File: src/rtl/discrete_pkg.sv
// Shared types, constants and helpers for the discrete audio chain.
//   sample_t      : 16-bit unsigned audio sample
//   gain_q8_8_t   : 16-bit unsigned Q8.8 gain (GAIN_UNITY = 1.0)
//   mix_state_e   : mixer sequencing states
//   saturate_u16  : drop 8 fractional bits of a wide accumulator, clamp to 16 bits
package discrete_pkg;

  typedef logic [15:0] sample_t;
  typedef logic [15:0] gain_q8_8_t;

  localparam gain_q8_8_t GAIN_UNITY = 16'd256;

  typedef enum logic [1:0] {
    ST_IDLE  = 2'd0,
    ST_ACCUM = 2'd1,
    ST_SAT   = 2'd2,
    ST_OUT   = 2'd3
  } mix_state_e;

  // Only the low 'width' bits of acc are meaningful; the rest are masked off.
  function automatic sample_t saturate_u16(input logic [63:0] acc, input int unsigned width);
    logic [63:0] mask;
    logic [63:0] shifted;
    mask    = (width >= 64) ? {64{1'b1}} : ((64'd1 << width) - 64'd1);
    shifted = (acc & mask) >> 8;
    return (shifted > 64'd65535) ? 16'hFFFF : shifted[15:0];
  endfunction

endpackage

File: src/rtl/discrete_audio_mixer_if.sv
// Sample-side bus of the audio mixer.
//   audio_clk_en : one-cycle sample strobe (master -> mixer)
//   in           : packed channel samples, channel i at [16*i+15:16*i]
//   out          : mixed sample (mixer -> master)
//   out_valid    : one-cycle pulse when out updates
//   busy         : a mix is in progress
interface discrete_audio_mixer_if
  import discrete_pkg::*;
#(
  parameter int unsigned NUM_INPUTS = 4
);

  logic                        audio_clk_en;
  logic [16*NUM_INPUTS-1:0]    in;
  sample_t                     out;
  logic                        out_valid;
  logic                        busy;

  modport master (
    output audio_clk_en,
    output in,
    input  out,
    input  out_valid,
    input  busy
  );

  modport slave (
    input  audio_clk_en,
    input  in,
    output out,
    output out_valid,
    output busy
  );

endinterface

File: src/rtl/discrete_mac_unit.sv
// Registered unsigned multiply-accumulate with synchronous clear and enable.
//   clk, rst_n : clock, async active-low reset
//   clr        : zero the accumulator (has priority over en)
//   en         : acc += a * b
//   a, b       : unsigned operands
//   acc        : registered accumulator
module discrete_mac_unit #(
  parameter int unsigned A_W   = 16,
  parameter int unsigned B_W   = 16,
  parameter int unsigned ACC_W = 32
) (
  input  logic             clk,
  input  logic             rst_n,
  input  logic             clr,
  input  logic             en,
  input  logic [A_W-1:0]   a,
  input  logic [B_W-1:0]   b,
  output logic [ACC_W-1:0] acc
);

  localparam int unsigned P_W = A_W + B_W;

  logic [P_W-1:0] prod_c;

  assign prod_c = P_W'(a) * P_W'(b);

  // Accumulator register
  always_ff @(posedge clk or negedge rst_n) begin
    if (!rst_n) begin
      acc <= '0;
    end else if (clr) begin
      acc <= '0;
    end else if (en) begin
      acc <= acc + ACC_W'(prod_c);
    end
  end

endmodule

File: src/rtl/discrete_audio_mixer.sv
// Time-multiplexed weighted summer: captures all channels on the sample
// strobe, walks them one per clock through a shared MAC, then saturates
// and presents one 16-bit sample per audio tick.
//   clk, reset_n : clock, async active-low reset
//   bus (slave)  : audio_clk_en, in -> out, out_valid, busy
//   clip_count   : saturation event counter (only with DISCRETE_MIXER_CLIP_COUNT_EN)
// Optional feature macro: DISCRETE_MIXER_CLIP_COUNT_EN
module discrete_audio_mixer
  import discrete_pkg::*;
#(
  parameter int unsigned              NUM_INPUTS      = 4,
  parameter logic [16*NUM_INPUTS-1:0] GAINS_8_SHIFTED = {NUM_INPUTS{16'd64}},
  parameter int unsigned              CLOCK_RATE      = 50000000,
  parameter int unsigned              SAMPLE_RATE     = 48000
) (
  input  logic                      clk,
  input  logic                      reset_n,
  discrete_audio_mixer_if.slave     bus
`ifdef DISCRETE_MIXER_CLIP_COUNT_EN
  ,
  output logic [15:0]               clip_count
`endif
);

  localparam int unsigned IDX_W = (NUM_INPUTS > 1) ? $clog2(NUM_INPUTS) : 1;
  localparam int unsigned ACC_W = 32 + $clog2(NUM_INPUTS) + 1;

  // Elaboration-time sanity checks
  if (NUM_INPUTS < 1 || NUM_INPUTS > 16) begin : g_num_check
    $error("discrete_audio_mixer: NUM_INPUTS must be 1..16");
  end
  if (CLOCK_RATE / SAMPLE_RATE < NUM_INPUTS + 3) begin : g_rate_check
    $error("discrete_audio_mixer: clock too slow to mix all channels per sample");
  end

  mix_state_e       state_q;
  logic [IDX_W-1:0] idx_q;
  sample_t          cap_q [NUM_INPUTS];
  gain_q8_8_t       gain_c [NUM_INPUTS];
  sample_t          out_q;
  logic             out_valid_q;
  logic             busy_q;
  logic [ACC_W-1:0] mac_acc;
  logic             mac_clr_c;
  logic             mac_en_c;
  sample_t          sat_c;
  logic             clip_c;

  for (genvar g = 0; g < NUM_INPUTS; g++) begin : g_gain
    assign gain_c[g] = GAINS_8_SHIFTED[16*g +: 16];
  end

  assign mac_clr_c = (state_q == ST_IDLE) && bus.audio_clk_en;
  assign mac_en_c  = (state_q == ST_ACCUM);

  discrete_mac_unit #(
    .A_W   (16),
    .B_W   (16),
    .ACC_W (ACC_W)
  ) u_mac (
    .clk   (clk),
    .rst_n (reset_n),
    .clr   (mac_clr_c),
    .en    (mac_en_c),
    .a     (cap_q[idx_q]),
    .b     (gain_c[idx_q]),
    .acc   (mac_acc)
  );

  // Anything at or above bit 24 means (acc >> 8) exceeds 16 bits
  assign sat_c  = saturate_u16(64'(mac_acc), ACC_W);
  assign clip_c = |mac_acc[ACC_W-1:24];

  // Sequencer, capture register and output registers
  always_ff @(posedge clk or negedge reset_n) begin
    if (!reset_n) begin
      state_q     <= ST_IDLE;
      idx_q       <= '0;
      out_q       <= '0;
      out_valid_q <= 1'b0;
      busy_q      <= 1'b0;
      for (int i = 0; i < NUM_INPUTS; i++) begin
        cap_q[i] <= '0;
      end
    end else begin
      out_valid_q <= 1'b0;
      case (state_q)
        ST_IDLE: begin
          if (bus.audio_clk_en) begin
            for (int i = 0; i < NUM_INPUTS; i++) begin
              cap_q[i] <= bus.in[16*i +: 16];
            end
            idx_q   <= '0;
            busy_q  <= 1'b1;
            state_q <= ST_ACCUM;
          end
        end
        ST_ACCUM: begin
          if (idx_q == IDX_W'(NUM_INPUTS - 1)) begin
            state_q <= ST_SAT;
          end else begin
            idx_q <= idx_q + 1'b1;
          end
        end
        ST_SAT: begin
          // out_valid/busy take effect in the OUT cycle
          out_q       <= sat_c;
          out_valid_q <= 1'b1;
          busy_q      <= 1'b0;
          state_q     <= ST_OUT;
        end
        ST_OUT: begin
          state_q <= ST_IDLE;
        end
        default: begin
          state_q <= ST_IDLE;
        end
      endcase
    end
  end

`ifdef DISCRETE_MIXER_CLIP_COUNT_EN
  // Saturation event counter; sticks at all-ones
  always_ff @(posedge clk or negedge reset_n) begin
    if (!reset_n) begin
      clip_count <= '0;
    end else if (state_q == ST_SAT && clip_c && clip_count != 16'hFFFF) begin
      clip_count <= clip_count + 16'd1;
    end
  end
`endif

  assign bus.out       = out_q;
  assign bus.out_valid = out_valid_q;
  assign bus.busy      = busy_q;

endmodule

File: src/flat_wrapper.sv
// flat-port wrapper written by rule: the top's interface ports become plain ports
module discrete_audio_mixer_flat import discrete_pkg::*;
#(
  parameter int unsigned              NUM_INPUTS      = 4,
  parameter logic [16*NUM_INPUTS-1:0] GAINS_8_SHIFTED = {NUM_INPUTS{16'd64}},
  parameter int unsigned              CLOCK_RATE      = 50000000,
  parameter int unsigned              SAMPLE_RATE     = 48000
)
  (clk, reset_n, bus_audio_clk_en, bus_in, bus_out, bus_out_valid, bus_busy);
  discrete_audio_mixer_if #(.NUM_INPUTS(NUM_INPUTS)) bus_i ();
  input  logic clk;
  input  logic reset_n;
  input wire logic [$bits(bus_i.audio_clk_en)-1:0] bus_audio_clk_en;
  input wire logic [$bits(bus_i.in)-1:0] bus_in;
  output wire logic [$bits(bus_i.out)-1:0] bus_out;
  output wire logic [$bits(bus_i.out_valid)-1:0] bus_out_valid;
  output wire logic [$bits(bus_i.busy)-1:0] bus_busy;
  assign bus_i.audio_clk_en = bus_audio_clk_en;
  assign bus_i.in = bus_in;
  assign bus_out = bus_i.out;
  assign bus_out_valid = bus_i.out_valid;
  assign bus_busy = bus_i.busy;
  discrete_audio_mixer #(.NUM_INPUTS(NUM_INPUTS), .GAINS_8_SHIFTED(GAINS_8_SHIFTED), .CLOCK_RATE(CLOCK_RATE), .SAMPLE_RATE(SAMPLE_RATE)) u_core (.clk(clk), .reset_n(reset_n), .bus(bus_i));
endmodule
File: config.mk
export PLATFORM = sky130hd
export DESIGN_NAME = discrete_audio_mixer_flat
export DESIGN_NICKNAME = d
export VERILOG_FILES = /design/src/rtl/discrete_pkg.sv /design/src/rtl/discrete_audio_mixer_if.sv /design/src/rtl/discrete_mac_unit.sv /design/src/rtl/discrete_audio_mixer.sv /design/src/flat_wrapper.sv
export SDC_FILE = /design/constraint.sdc
export NUM_CORES = 1
export LEC_CHECK = 0
export ABC_CLOCK_PERIOD_IN_PS = 8500
export CORE_UTILIZATION = 60
export CTS_BUF_LIST = sky130_fd_sc_hd__clkbuf_2
export DETAILED_ROUTE_END_ITERATION = 7
export PLACE_DENSITY = 0.84
export SYNTH_ARGS = -nofsm -noshare
export SYNTH_HDL_FRONTEND = slang
export SYNTH_SLANG_ARGS = --single-unit
File: constraint.sdc
create_clock -name clk -period 8.5 [get_ports clk]
set_input_delay 2.125 -clock clk [delete_from_list [all_inputs] [get_ports clk]]
set_output_delay 2.125 -clock clk [all_outputs]
set_load 0.02 [all_outputs]
# --- After elaboration in Yosys (flattened, before gate mapping) ---
# Cells that the tools add are included.
word_totals:
  regBits: 121
  input_bits: 67
  output_inout_bits: 18
  word_cells: 50
classes:
  add_sub_neg: 2
  mul: 1
  magnitude_cmp: 2
  eq_ne: 7
  mux: 18
  n_bitwise: 1
  n_reduce_logical: 9
op_table:
  columns: ["operator", "n"]
  rows:
  - ["16-bit 2-to-1 mux", 5]
  - ["35-bit 2-to-1 mux", 2]
  - ["16-bit binary-select mux with 2-bit select", 2]
  - ["35-bit by 32-bit adder with 35-bit output", 1]
  - ["16-bit by 16-bit multiplier with 32-bit output", 1]
  - ["27-bit by 16-bit > comparator with 1-bit output, second input constant", 1]
  - ["2-bit 2-to-1 mux", 4]
  - ["2-bit case mux with 4 select lines", 1]
  - ["2-bit equality test, second input constant", 3]
  - ["2-bit inequality test, second input constant", 3]
  - ["2-bit AND reduction", 3]
  - ["2-bit nonzero test", 3]
  - ["2-bit case mux with 2 select lines", 1]
  - ["3-bit greater-or-equal comparator, second input constant", 1]
  - ["2-bit NOT with 3-bit output", 1]
  - ["3-bit AND reduction", 1]
  - ["2-bit by 1-bit adder with 2-bit output, second input constant", 1]
  - ["2-bit by 1-bit equality test with 1-bit output, second input constant", 1]
  - ["2-bit zero test", 1]
  - ["1-bit 2-to-1 mux", 2]
  - ["1-bit case mux with 2 select lines", 1]
  - ["1-bit logical AND", 1]

# --- Depth between registers and ports, before layout ---
# Gate-level depths: netlist (run 1).
logic_depth:
  word_depth: 8
  mapped_depth: 13
  mapped_depth_nobuf: 11

# --- Cells and area by module ---
# Synthesis (run 1) repeated with hierarchy kept, for this count alone.
unflattened:
  cells_unflattened: 1503
  hier_area_um2: 15148.3
modules_own_cells:
  columns: ["module", "n_inst", "cells_each", "area_per_inst_um2", "seq_area_each_um2"]
  rows:
  - ["discrete_mac_unit", 1, 1274, 11151.9, 875.8]
  - ["discrete_audio_mixer", 1, 229, 3996.3, 2152.1]

# --- Worst setup path after synthesis (run 1) ---
# Ideal clock, no wire load.
synth_path:
  path_kind: "register -> register"
  from: "reg u_core.idx_q[0]"
  to: "reg u_core.u_mac.acc[33]"
  setup_time_ns: 0.078
  t_arrival_ns: 3.441
  required_ns: 8.422
  slack_ns: 4.981
  path_stages_with_launch: 14
  n_path_buf: 3
  period_less_slack_ns: 3.519
  path_cell_list: "dfrtp_1 > buf_2 > buf_2 > mux4_2 > ha_1 > ha_1 > ha_1 > buf_4 > a21oi_1 > o21ai_1 > a211oi_1 > o21a_1 > or3_1 > a21oi_1"
synth_between:
  elab_chain_cells: 8
  word_cells_on_any_way: 11
  cone_classes: "add/sub: 1; mul: 1; mux: 8; bitwise: 1"
synth_rtl:
  columns: ["element", "line_no", "rtl"]
  rows:
  - ["from (decl)", "discrete_audio_mixer.sv:37", "logic [IDX_W-1:0] idx_q;"]
  - ["from (signal assigned)", "discrete_audio_mixer.sv:102", "idx_q <= idx_q + 1'b1;"]
  - ["2-bit NOT with 3-bit output (implied by the code) *", "discrete_audio_mixer.sv:65, discrete_audio_mixer.sv:66", null]
  - ["16-bit binary-select mux with 2-bit select (on tied branches)", "discrete_audio_mixer.sv:65, discrete_audio_mixer.sv:66", null]
  - ["16-bit 2-to-1 mux (on tied branches) (2 in series)", "discrete_audio_mixer.sv:65, discrete_audio_mixer.sv:66", null]
  - ["16-bit by 16-bit multiplier with 32-bit output *", "discrete_mac_unit.sv:25", "assign prod_c = P_W'(a) * P_W'(b);"]
  - ["35-bit by 32-bit adder with 35-bit output *", "discrete_mac_unit.sv:34", "acc <= acc + ACC_W'(prod_c);"]
  - ["35-bit 2-to-1 mux *", "discrete_mac_unit.sv:33", "end else if (en) begin"]
  - ["35-bit 2-to-1 mux *", "discrete_mac_unit.sv:31", "end else if (clr) begin"]
  - ["to (signal assigned)", "discrete_mac_unit.sv:34", null]
  - ["to (decl)", "discrete_mac_unit.sv:18", "output logic [ACC_W-1:0] acc"]
# Mark *: on every way between the ends. The rest lies on a longest branch, timed or not. The select of a mux whose other input is x is not followed.
# A chain may end at the register's enable or synchronous reset.

# --- Worst setup path in the final report (run 1) ---
layout_path:
  from: "reg u_core.idx_q[1]"
  to: "reg u_core.u_mac.acc[34]"
# Same word-level chain as after synthesis.

==> results.tsv, run 1 <==
metric	value	unit
run_status	complete, no violations	
finalHoldViolations	0	
max_freq	0.232	GHz
ys_ff_latch	115	
critical_path_arrival	4910	ps
place_congestion	0.898	
post_cts_buffers	0	
leakagePower	3.53	nW
seq_power_share	32.2	%
nFillCells	739	
grt_pass1_vias	5241	
seq_area_frac_synth	46.2	%
synth_top_area_share	46.2	%
p_per_area	397	mW/mm²
post-dp-hpwl	10100	µm
cts_buffers	17	
post-route-util	74.1	%
fin_crit	4310	ps
drt_iter0_markers	309	
grt_max_degree	89	
initial_core_util	62.9	%
fin_setup_tns	0	ps
synth_area_leader_cell	dfrtp_1	
worst_setup_path_start_kind	flop	
worst_pin_slew	963	ps
grtUsageTotal	28.8	%
synth_nets	775	
placed_area	0.00713	mm²
path_class	flop to flop	
ys.flop_type	dfrtp_1	
final_cell_area	0.00734	mm²
ant_nets	0	
port_buffers	84	
cts_tree	built	
drive_gt1_share	7.85	%
synth_edf_count	0	
internal_power	0.00163	W
regArea	0.00288	mm²
viasPerCell	5.91	
yosys_warnings	0	
row_count	36	
power_frac_comb	56.3	%
cp-end-kind	flop	
antenna_found_initial	0	
synthTopCellsByArea	dfrtp_1, nand2_1, ha_1	
critPathRequiredTime	9110	ps
setup_violations	0	
clkSlewWorstSetupHoldPaths	180	ps
cts_buffer_depth	2	
fin_cells	872	
syn_avg_cell_area	9.51	µm²
routed_wl	14100	µm
hold_ws	497	ps
die_w	104	µm
clkLatencyLatePin	700	ps
synthArstFlopShare	100	%
drc	0	
io_pins	85	
post_cts_resize_count	0	
maxCapViolations	0	
sw_frac_of_total	44.2	%
synth_common_cells	nand2_1, dfrtp_1, ha_1	
min_path_type	flop to flop	
synth_cells	655	
drtPass1Iterations	5	
die_area	0.0108	mm²
cts_num_sinks	115	
cts_root_buf	clkbuf_2	
area_delta_synth_final	17.8	%
ys_types	49	
antennaDiodeCount	0	
vias	5155	
htreeDepth	4	
multiInputGateArea	0.00319	mm²
placedCellCount	842	
rsz0062_at_grt	no	
grt_pass1_wl	24500	µm
relSlewSlack	35.8	%
grt_overflow	0	
finClkSkew	29.5	ps
p_switching	0.00129	W
yosys.cell_count.top_type	nand2_1	
holdBufCountCts	0	
final_max_slew_viol_count	0	
final_nets	848	
die_y	104	µm
vdd_drop_max	214	µV
netlist_area	0.00623	mm²
crit_fanout	19	
p_clk_share	11.4	%
wl_per_cell	16.2	µm
min_period_over_period	50.7	%
coreArea	0.00991	mm²
-- registers in the layout, summed over array words and instances, names as in the netlist --
| name | flops |
|---|---|
| u_core.bus.busy | 1 |
| u_core.bus.out_valid | 1 |
| u_core.idx_q | 2 |
| u_core.cap_q | 64 |
| u_core.state_q | 2 |
| u_core.u_mac.acc | 29 |
| u_core.bus.out | 16 |
-- logic make-up after synthesis --
logic type	synth area share (%)
fa+ha+maj	10.8
compound gates	10.9
mux	8.03
buf+inv	2.67
xor+xnor	1.55
simple gates	19.9
flops	46.2
-- critical path, stage by stage (launching register included) --
cell and delay (ps):
dfrtp_1 980, mux4_2 440, ha_1 300, ha_1 300, ha_1 240, fa_1 450, a211oi_1 310, o21ai_1 210
o21ai_0 290, a21oi_1 210, o2111ai_1 270, mux2i_1 230
-- power groups by stage --
stage	Combinational, W	Clock (W)	Sequential, W
finish	0.00164	0.000332	0.000940
global route	0.00183	0.000364	0.000967
CTS	0.00163	0.000339	0.000939
detailed placement	0.00162	0	0.000952
global placement	0.00155	0	0.000934
floorplan	0.00119	0	0.000938
-- metrics by stage --
step,worst slack (ps),power (W)
after floorplan,4980,0.00213
after global placement,3950,0.00248
after detailed placement,3960,0.00257
after CTS,4280,0.00291
after global routing,4030,0.00316
final,4190,0.00291
-- area by class of cell --
class                      count  share of cell area [%]
inverter                       5                   0.256
timing repair buffer          89                    11.9
multi-input combinational    500                    43.5
tap                          133                    2.27
sequential                   115                    39.2
clock buffer                  19                    1.30
clock inverter                11                    1.57
-- layer usage --
layer  share of wire, %  vias up  track usage (%)
li1                   -     2421                -
met1                 42     2506             37.3
met2                 49      194             46.1
met3                6.4       34             7.58
met4                2.1        0             11.7
met5                  0        -                0
-- path summary, 6_finish.rpt --
kind / from / to / slack, ps / cells after the start
setup reg to reg: u_core.idx_q[1] / u_core.u_mac.acc[34] / 4190 / 11
min in group asynchronous: reset_n / u_core.state_q[0] / 1360 / 1
setup / recovery: u_core.idx_q[1] / u_core.u_mac.acc[34] / 4190 / 11
max in group asynchronous: reset_n / u_core.cap_q[61] / 5820 / 2
hold reg to reg: u_core.cap_q[20] / u_core.cap_q[20] / 500 / 2
hold / removal: u_core.cap_q[20] / u_core.cap_q[20] / 500 / 2
-- layout by cell type, fill, tap and decap left out, types with 4 or more instances in the layout --
| master | count |
|---|---|
| a211oi_1 | 7 |
| a21o_1 | 4 |
| a21oi_1 | 22 |
| buf_4 | 6 |
| clkbuf_2 | 19 |
| clkdlybuf4s50_1 | 83 |
| clkinv_2 | 4 |
| dfrtp_1 | 115 |
| ha_1 | 52 |
| inv_1 | 4 |
| mux2i_1 | 14 |
| mux4_2 | 16 |
| nand2_1 | 227 |
| nand2b_1 | 5 |
| nand3_1 | 17 |
| nand4_1 | 5 |
| nor2_1 | 29 |
| nor3_1 | 9 |
| o21ai_0 | 23 |
| o22a_1 | 16 |
| xnor2_1 | 6 |
| xor2_1 | 5 |
(Power assumes the default switching activity.)
==> inputs of run 2 (changes only) <==
--- a/config.mk
+++ b/config.mk
@@ -5,11 +5,11 @@
 export SDC_FILE = /design/constraint.sdc
 export NUM_CORES = 1
 export LEC_CHECK = 0
-export ABC_CLOCK_PERIOD_IN_PS = 8500
-export CORE_UTILIZATION = 60
+export ABC_CLOCK_PERIOD_IN_PS = 3790
+export CORE_UTILIZATION = 52
 export CTS_BUF_LIST = sky130_fd_sc_hd__clkbuf_2
 export DETAILED_ROUTE_END_ITERATION = 7
-export PLACE_DENSITY = 0.84
+export PLACE_DENSITY = 0.77
 export SYNTH_ARGS = -nofsm -noshare
 export SYNTH_HDL_FRONTEND = slang
 export SYNTH_SLANG_ARGS = --single-unit
==> constraint.sdc (replaced) <==
create_clock -name clk -period 3.79 [get_ports clk]
set_input_delay 0.9475 -clock clk [delete_from_list [all_inputs] [get_ports clk]]
set_output_delay 0.9475 -clock clk [all_outputs]
set_load 0.02 [all_outputs]
==> run 2 against run 1 <==
  * The run now ends with design-rule violations left
  * Wire length is 0.60% higher
  * Sequential power increased by 120%
  * Sequential cell count did not move
  * Combinational power increased by 130%
  * Total power up 120%
  * Die area grew 15%
  * Design area rose by 0.82%
  * First-iteration DRC count is 0.97% higher
  * Largest power group unchanged
==> results.tsv, run 2 (same netlist as run 1, synthesis figures left out) <==
metric	value	unit	change
htreeDepth	4		unchanged
vdd_drop_max	382	µV	+78%
antennaDiodeCount	0		unchanged
grtUsageTotal	25.0	%	-3.7 points
antenna_found_initial	0		unchanged
grt_pass1_vias	5146		-1.8%
initial_core_util	53.9	%	-9.0 points
viasPerCell	5.72		-3.2%
io_pins	85		unchanged
min_path_type	primary input to asynchronous set/reset pin		
finalHoldViolations	0		unchanged
violations	design-rule violations		
cts_root_buf	clkbuf_2		
drt_iter0_markers	312		+0.97%
setup_violations	0		unchanged
critical_path_arrival	4170	ps	-740 ps
final_nets	858		+1.2%
finClkSkew	28.2	ps	-1.36 ps
worst_pin_slew	809	ps	-154 ps
holdBufCountCts	0		unchanged
cp-end-kind	flop		
grt_overflow	0		unchanged
regMostFlops	u_core.cap_q		
path_class	flop to flop		
post-dp-hpwl	10300	µm	+2.4%
rsz0062_at_grt	yes		
p_per_area	878	mW/mm²	+120%
worst_setup_path_start_kind	flop		
row_count	39		+8.3%
clkSlewWorstSetupHoldPaths	180	ps	about the same
leakagePower	3.56	nW	+0.86%
port_buffers	84		unchanged
grt_pass1_wl	24500	µm	about the same
grt_max_degree	66		-26%
cts_buffer_depth	2		unchanged
coreArea	0.0116	mm²	+17%
place_congestion	0.879		-2.2%
vias	5111		-0.85%
run_status	finished with violations		
crit_fanout	4		-15
maxCapViolations	0		unchanged
max_freq	0.281	GHz	+21%
cts_num_sinks	115		unchanged
ant_nets	0		unchanged
drc	6		+6
final_max_slew_viol_count	0		unchanged
cts_buffers	17		unchanged
layout_commonest_cell	nand2_1		
clkLatencyLatePin	690	ps	about the same
critPathRequiredTime	4400	ps	-4710 ps
drtPass1Iterations	7		+2
fin_crit	3560	ps	-749 ps
min_period_over_period	93.8	%	+43 points
drive_gt1_share	9.60	%	+1.8 points
relSlewSlack	46.1	%	+10 points
die_y	111	µm	+7.3%
die_w	111	µm	+7.3%
wl_per_cell	15.9	µm	-1.8%
routed_wl	14200	µm	+0.60%
area_delta_synth_final	18.8	%	
placed_area	0.00721	mm²	+1.1%
die_area	0.0124	mm²	+15%
final_cell_mix	nand2_1, dfrtp_1, clkdlybuf4s50_1		
fin_total_pwr	0.00650	W	+120%
cts_tree	built		
largest_reg_flops	64		unchanged
final_cell_area	0.00740	mm²	+0.82%
[run 2: final timing paths]
check | slack (ps) | start | cells past startpoint | end
worst max register to register | 230 | u_core.idx_q[0] | 12 | u_core.u_mac.acc[34]
worst min register to register | 490 | u_core.cap_q[9] | 2 | u_core.cap_q[9]
max in group asynchronous | 2550 | reset_n | 2 | u_core.bus.out[11]
worst min-delay path | 310 | reset_n | 1 | u_core.bus.out[0]
min in group clk | 490 | u_core.cap_q[9] | 2 | u_core.cap_q[9]
worst max-delay path | 230 | u_core.idx_q[0] | 12 | u_core.u_mac.acc[34]
[run 2: cell type report]
type                    count  area, µm²
fillers                   950       4170
multi-input cells         500       3200
flip-flops and latches    115       2880
repair buffers             99        955
well taps                 143        179
clock buffers              20        100
clock inverters            11       66.3
inverters                   5       18.8
[run 2: repair_timing]
item                       CTS  global route
setup endpoints to repair    0            13
resized for setup            0             6
setup buffers                0             1
[run 2: critical path, stage by stage (launching register included)]
cell and delay, ps:
dfrtp_2 450, buf_4 150, mux4_2 490, ha_1 190, ha_1 280, ha_1 250, fa_1 440, a211oi_1 270
o21ai_1 190, o21ai_2 170, a21oi_1 130, o2111ai_1 240, mux2i_1 210
[run 2: power breakdown]
part           total, W  internal, W  leakage, nW  switching [W]
registers       0.00208      0.00175         1.43       0.000328
clock network  0.000636     0.000165        0.107       0.000471
logic           0.00378      0.00166         2.02        0.00212
[run 2: layer usage]
layer / vias to the layer above / wire length (µm) / track usage (%)
met5: - / 0 / 0
met4: 0 / 189 / 7.39
met3: 20 / 987 / 6.59
met2: 189 / 6620 / 39.1
met1: 2459 / 6400 / 34.6
li1: 2443 / - / -
[run 2: through the flow]
stage                     setup TNS (ps)  hold slack (ps)  worst slack [ps]  std cells  utilization, %
after CTS                              0              310              50.8        892            63.8
after global placement                 0              453               168        861            62.3
after detailed placement               0              457              91.5        861            62.3
after floorplan                        0              440               271        655               -
final                                  0              311               234        893            64.0
after global routing               -9.95              329             -9.95        893            64.0
==> inputs of run 3 (changes only) <==
--- a/config.mk
+++ b/config.mk
@@ -6,10 +6,9 @@
 export NUM_CORES = 1
 export LEC_CHECK = 0
 export ABC_CLOCK_PERIOD_IN_PS = 3790
-export CORE_UTILIZATION = 52
-export CTS_BUF_LIST = sky130_fd_sc_hd__clkbuf_2
+export CORE_UTILIZATION = 50
 export DETAILED_ROUTE_END_ITERATION = 7
-export PLACE_DENSITY = 0.77
+export PLACE_DENSITY = 0.75
 export SYNTH_ARGS = -nofsm -noshare
 export SYNTH_HDL_FRONTEND = slang
 export SYNTH_SLANG_ARGS = --single-unit
==> run 3 against run 2 <==
  * The flow now finishes without violations
  * Global-route usage is 1.5 points higher
  * Highest routed layer unchanged
  * Register-to-register slack hardly changed
  * Sequential power is 2% higher
  * Sequential cell count stayed put
  * Clock-buffer cell count is 1 lower
  * Critical path depth is 1 lower
  * Clock skew is 15 ps lower
  * Total power is 20% higher
  * Setup slack worse by 6.3 ps
==> results.tsv, run 3 (same netlist as run 1, synthesis figures left out) <==
metric	value	unit	change
critPathRequiredTime	4120	ps	-280 ps
nFillCells	940		-1.1%
place_congestion	0.883		+0.52%
cts_tree	built		
post-route-util	66.1	%	+2.1 points
startpoint	u_core.idx_q[1]		
grt_pass1_wl	26300	µm	+7.3%
grtUsageTotal	26.6	%	+1.5 points
antenna_found_initial	0		unchanged
post_cts_resize_count	0		unchanged
drc	0		-6
setup_violations	0		unchanged
vdd_drop_max	473	µV	+24%
r2r_slack	230	ps	about the same
final_cell_mix	nand2_1, dfrtp_1, clkdlybuf4s50_1		
clkSlewWorstSetupHoldPaths	60	ps	-120 ps
cts_root_buf	clkbuf_16		
vias	5257		+2.9%
post-dp-hpwl	10400	µm	+1.1%
cp-end-kind	flop		
min_path_type	flop to flop		
max_freq	0.281	GHz	-0.18%
clkLatencyLatePin	430	ps	-260 ps
die_y	114	µm	+1.9%
worst_setup_path_start_kind	flop		
post_cts_buffers	0		unchanged
p_per_area	975	mW/mm²	+11%
crit-reg2reg-launch	u_core.idx_q[1]		
final_max_slew_viol_count	0		unchanged
critical_path_arrival	3890	ps	-280 ps
maxCapViolations	0		unchanged
antennaDiodeCount	0		unchanged
regArea	0.00288	mm²	unchanged
wl_per_cell	17.2	µm	+8.1%
largest_reg_flops	64		unchanged
regMostFlops	u_core.cap_q		
leakagePower	3.77	nW	+5.9%
drt_iter0_markers	362		+16%
cts_buffers	17		unchanged
path_class	flop to flop		
ant_nets	0		unchanged
holdBufCountCts	0		unchanged
run_status	complete, no violations		
coreArea	0.0121	mm²	+4.3%
fin_crit	3560	ps	+6.35 ps
cts_buffer_depth	2		unchanged
min_period_over_period	94.0	%	+0.17 points
htreeDepth	4		unchanged
fin_cells	918		+2.8%
drtPass1Iterations	6		-1
initial_core_util	51.7	%	-2.2 points
grt_overflow	0		unchanged
drive_gt1_share	10.1	%	+0.53 points
relSlewSlack	43.2	%	-2.8 points
port_buffers	84		unchanged
hold_ws	473	ps	+162 ps
die_w	114	µm	+1.9%
grt_pass1_vias	5356		+4.1%
multiInputGateArea	0.00324	mm²	+1.2%
finClkSkew	13.2	ps	-15.0 ps
placedCellCount	886		+2.9%
routed_wl	15800	µm	+11%
finalHoldViolations	0		unchanged
layout_commonest_cell	nand2_1		
final_nets	857		-0.12%
fin_total_pwr	0.00777	W	+20%
row_count	40		+2.6%
cts_num_sinks	115		unchanged
area_delta_synth_final	27.9	%	
worst_pin_slew	851	ps	+42.3 ps
io_pins	85		unchanged
worstHoldStart	u_core.cap_q[9]		
fin_setup_tns	0	ps	unchanged
die_area	0.0129	mm²	+3.9%
crit_fanout	14		+10
rsz0062_at_grt	no		
viasPerCell	5.73		about the same
grt_max_degree	77		+17%
## run 3: cell count changes in the layout (fill, tap and decap cells not counted), moves of 3 or more
cell        previous run  this run
buf_12                 0         4
buf_4                 15        11
bufinv_16              0         3
clkbuf_16              0        17
clkbuf_2              20         0
clkinv_2               4         1
clkinv_4               1         4
clkinvlp_4             4         1
inv_6                  0         4
## run 3: layer usage
metal	up-vias	GRT usage (%)	part of all wire, %
li1	2440	-	-
met1	2608	34.0	44
met2	184	44.2	49
met3	25	6.27	5.8
met4	0	9.56	2.0
met5	-	0	0
## run 3: cell type report
| type | instances | share of cell area (%) |
|---|---|---|
| flip-flops and latches | 115 | 36.1 |
| repair buffers | 98 | 12.5 |
| clock buffers | 19 | 5.68 |
| multi-input cells | 500 | 40.7 |
| well taps | 168 | 2.64 |
| clock inverters | 13 | 2.17 |
| inverters | 5 | 0.236 |
## run 3: worst paths after layout
path | end | depth (start not counted)
setup / recovery | u_core.u_mac.acc[27] | 11
hold / removal | u_core.cap_q[9] | 2
setup reg to reg | u_core.u_mac.acc[27] | 11
hold reg to reg | u_core.cap_q[9] | 2
max in group asynchronous | u_core.cap_q[23] | 2
min in group asynchronous | u_core.bus.out[3] | 1
## run 3: critical path, cell delays in order, from the launching register on
cell and delay (ps):
dfrtp_1 510, buf_4 310, mux4_2 370, ha_1 320
ha_1 300, ha_1 360, o211ai_2 150, o211ai_4 260
nand4_1 240, a2111oi_4 450, o21ai_0 130, o31ai_1 70
## run 3: through the flow
step                instance area (µm²)  setup slack, ps
detailed placement                 7290              160
finish                             7970              227
global placement                   7290              219
floorplan                          6230              271
CTS                                7920              133
global route                       7970             55.3
## run 3: report_power, final
group          leakage [nW]  internal (W)  switching [W]
combinational          2.03       0.00174        0.00222
sequential             1.43       0.00176       0.000358
clock                 0.305       0.00108       0.000610
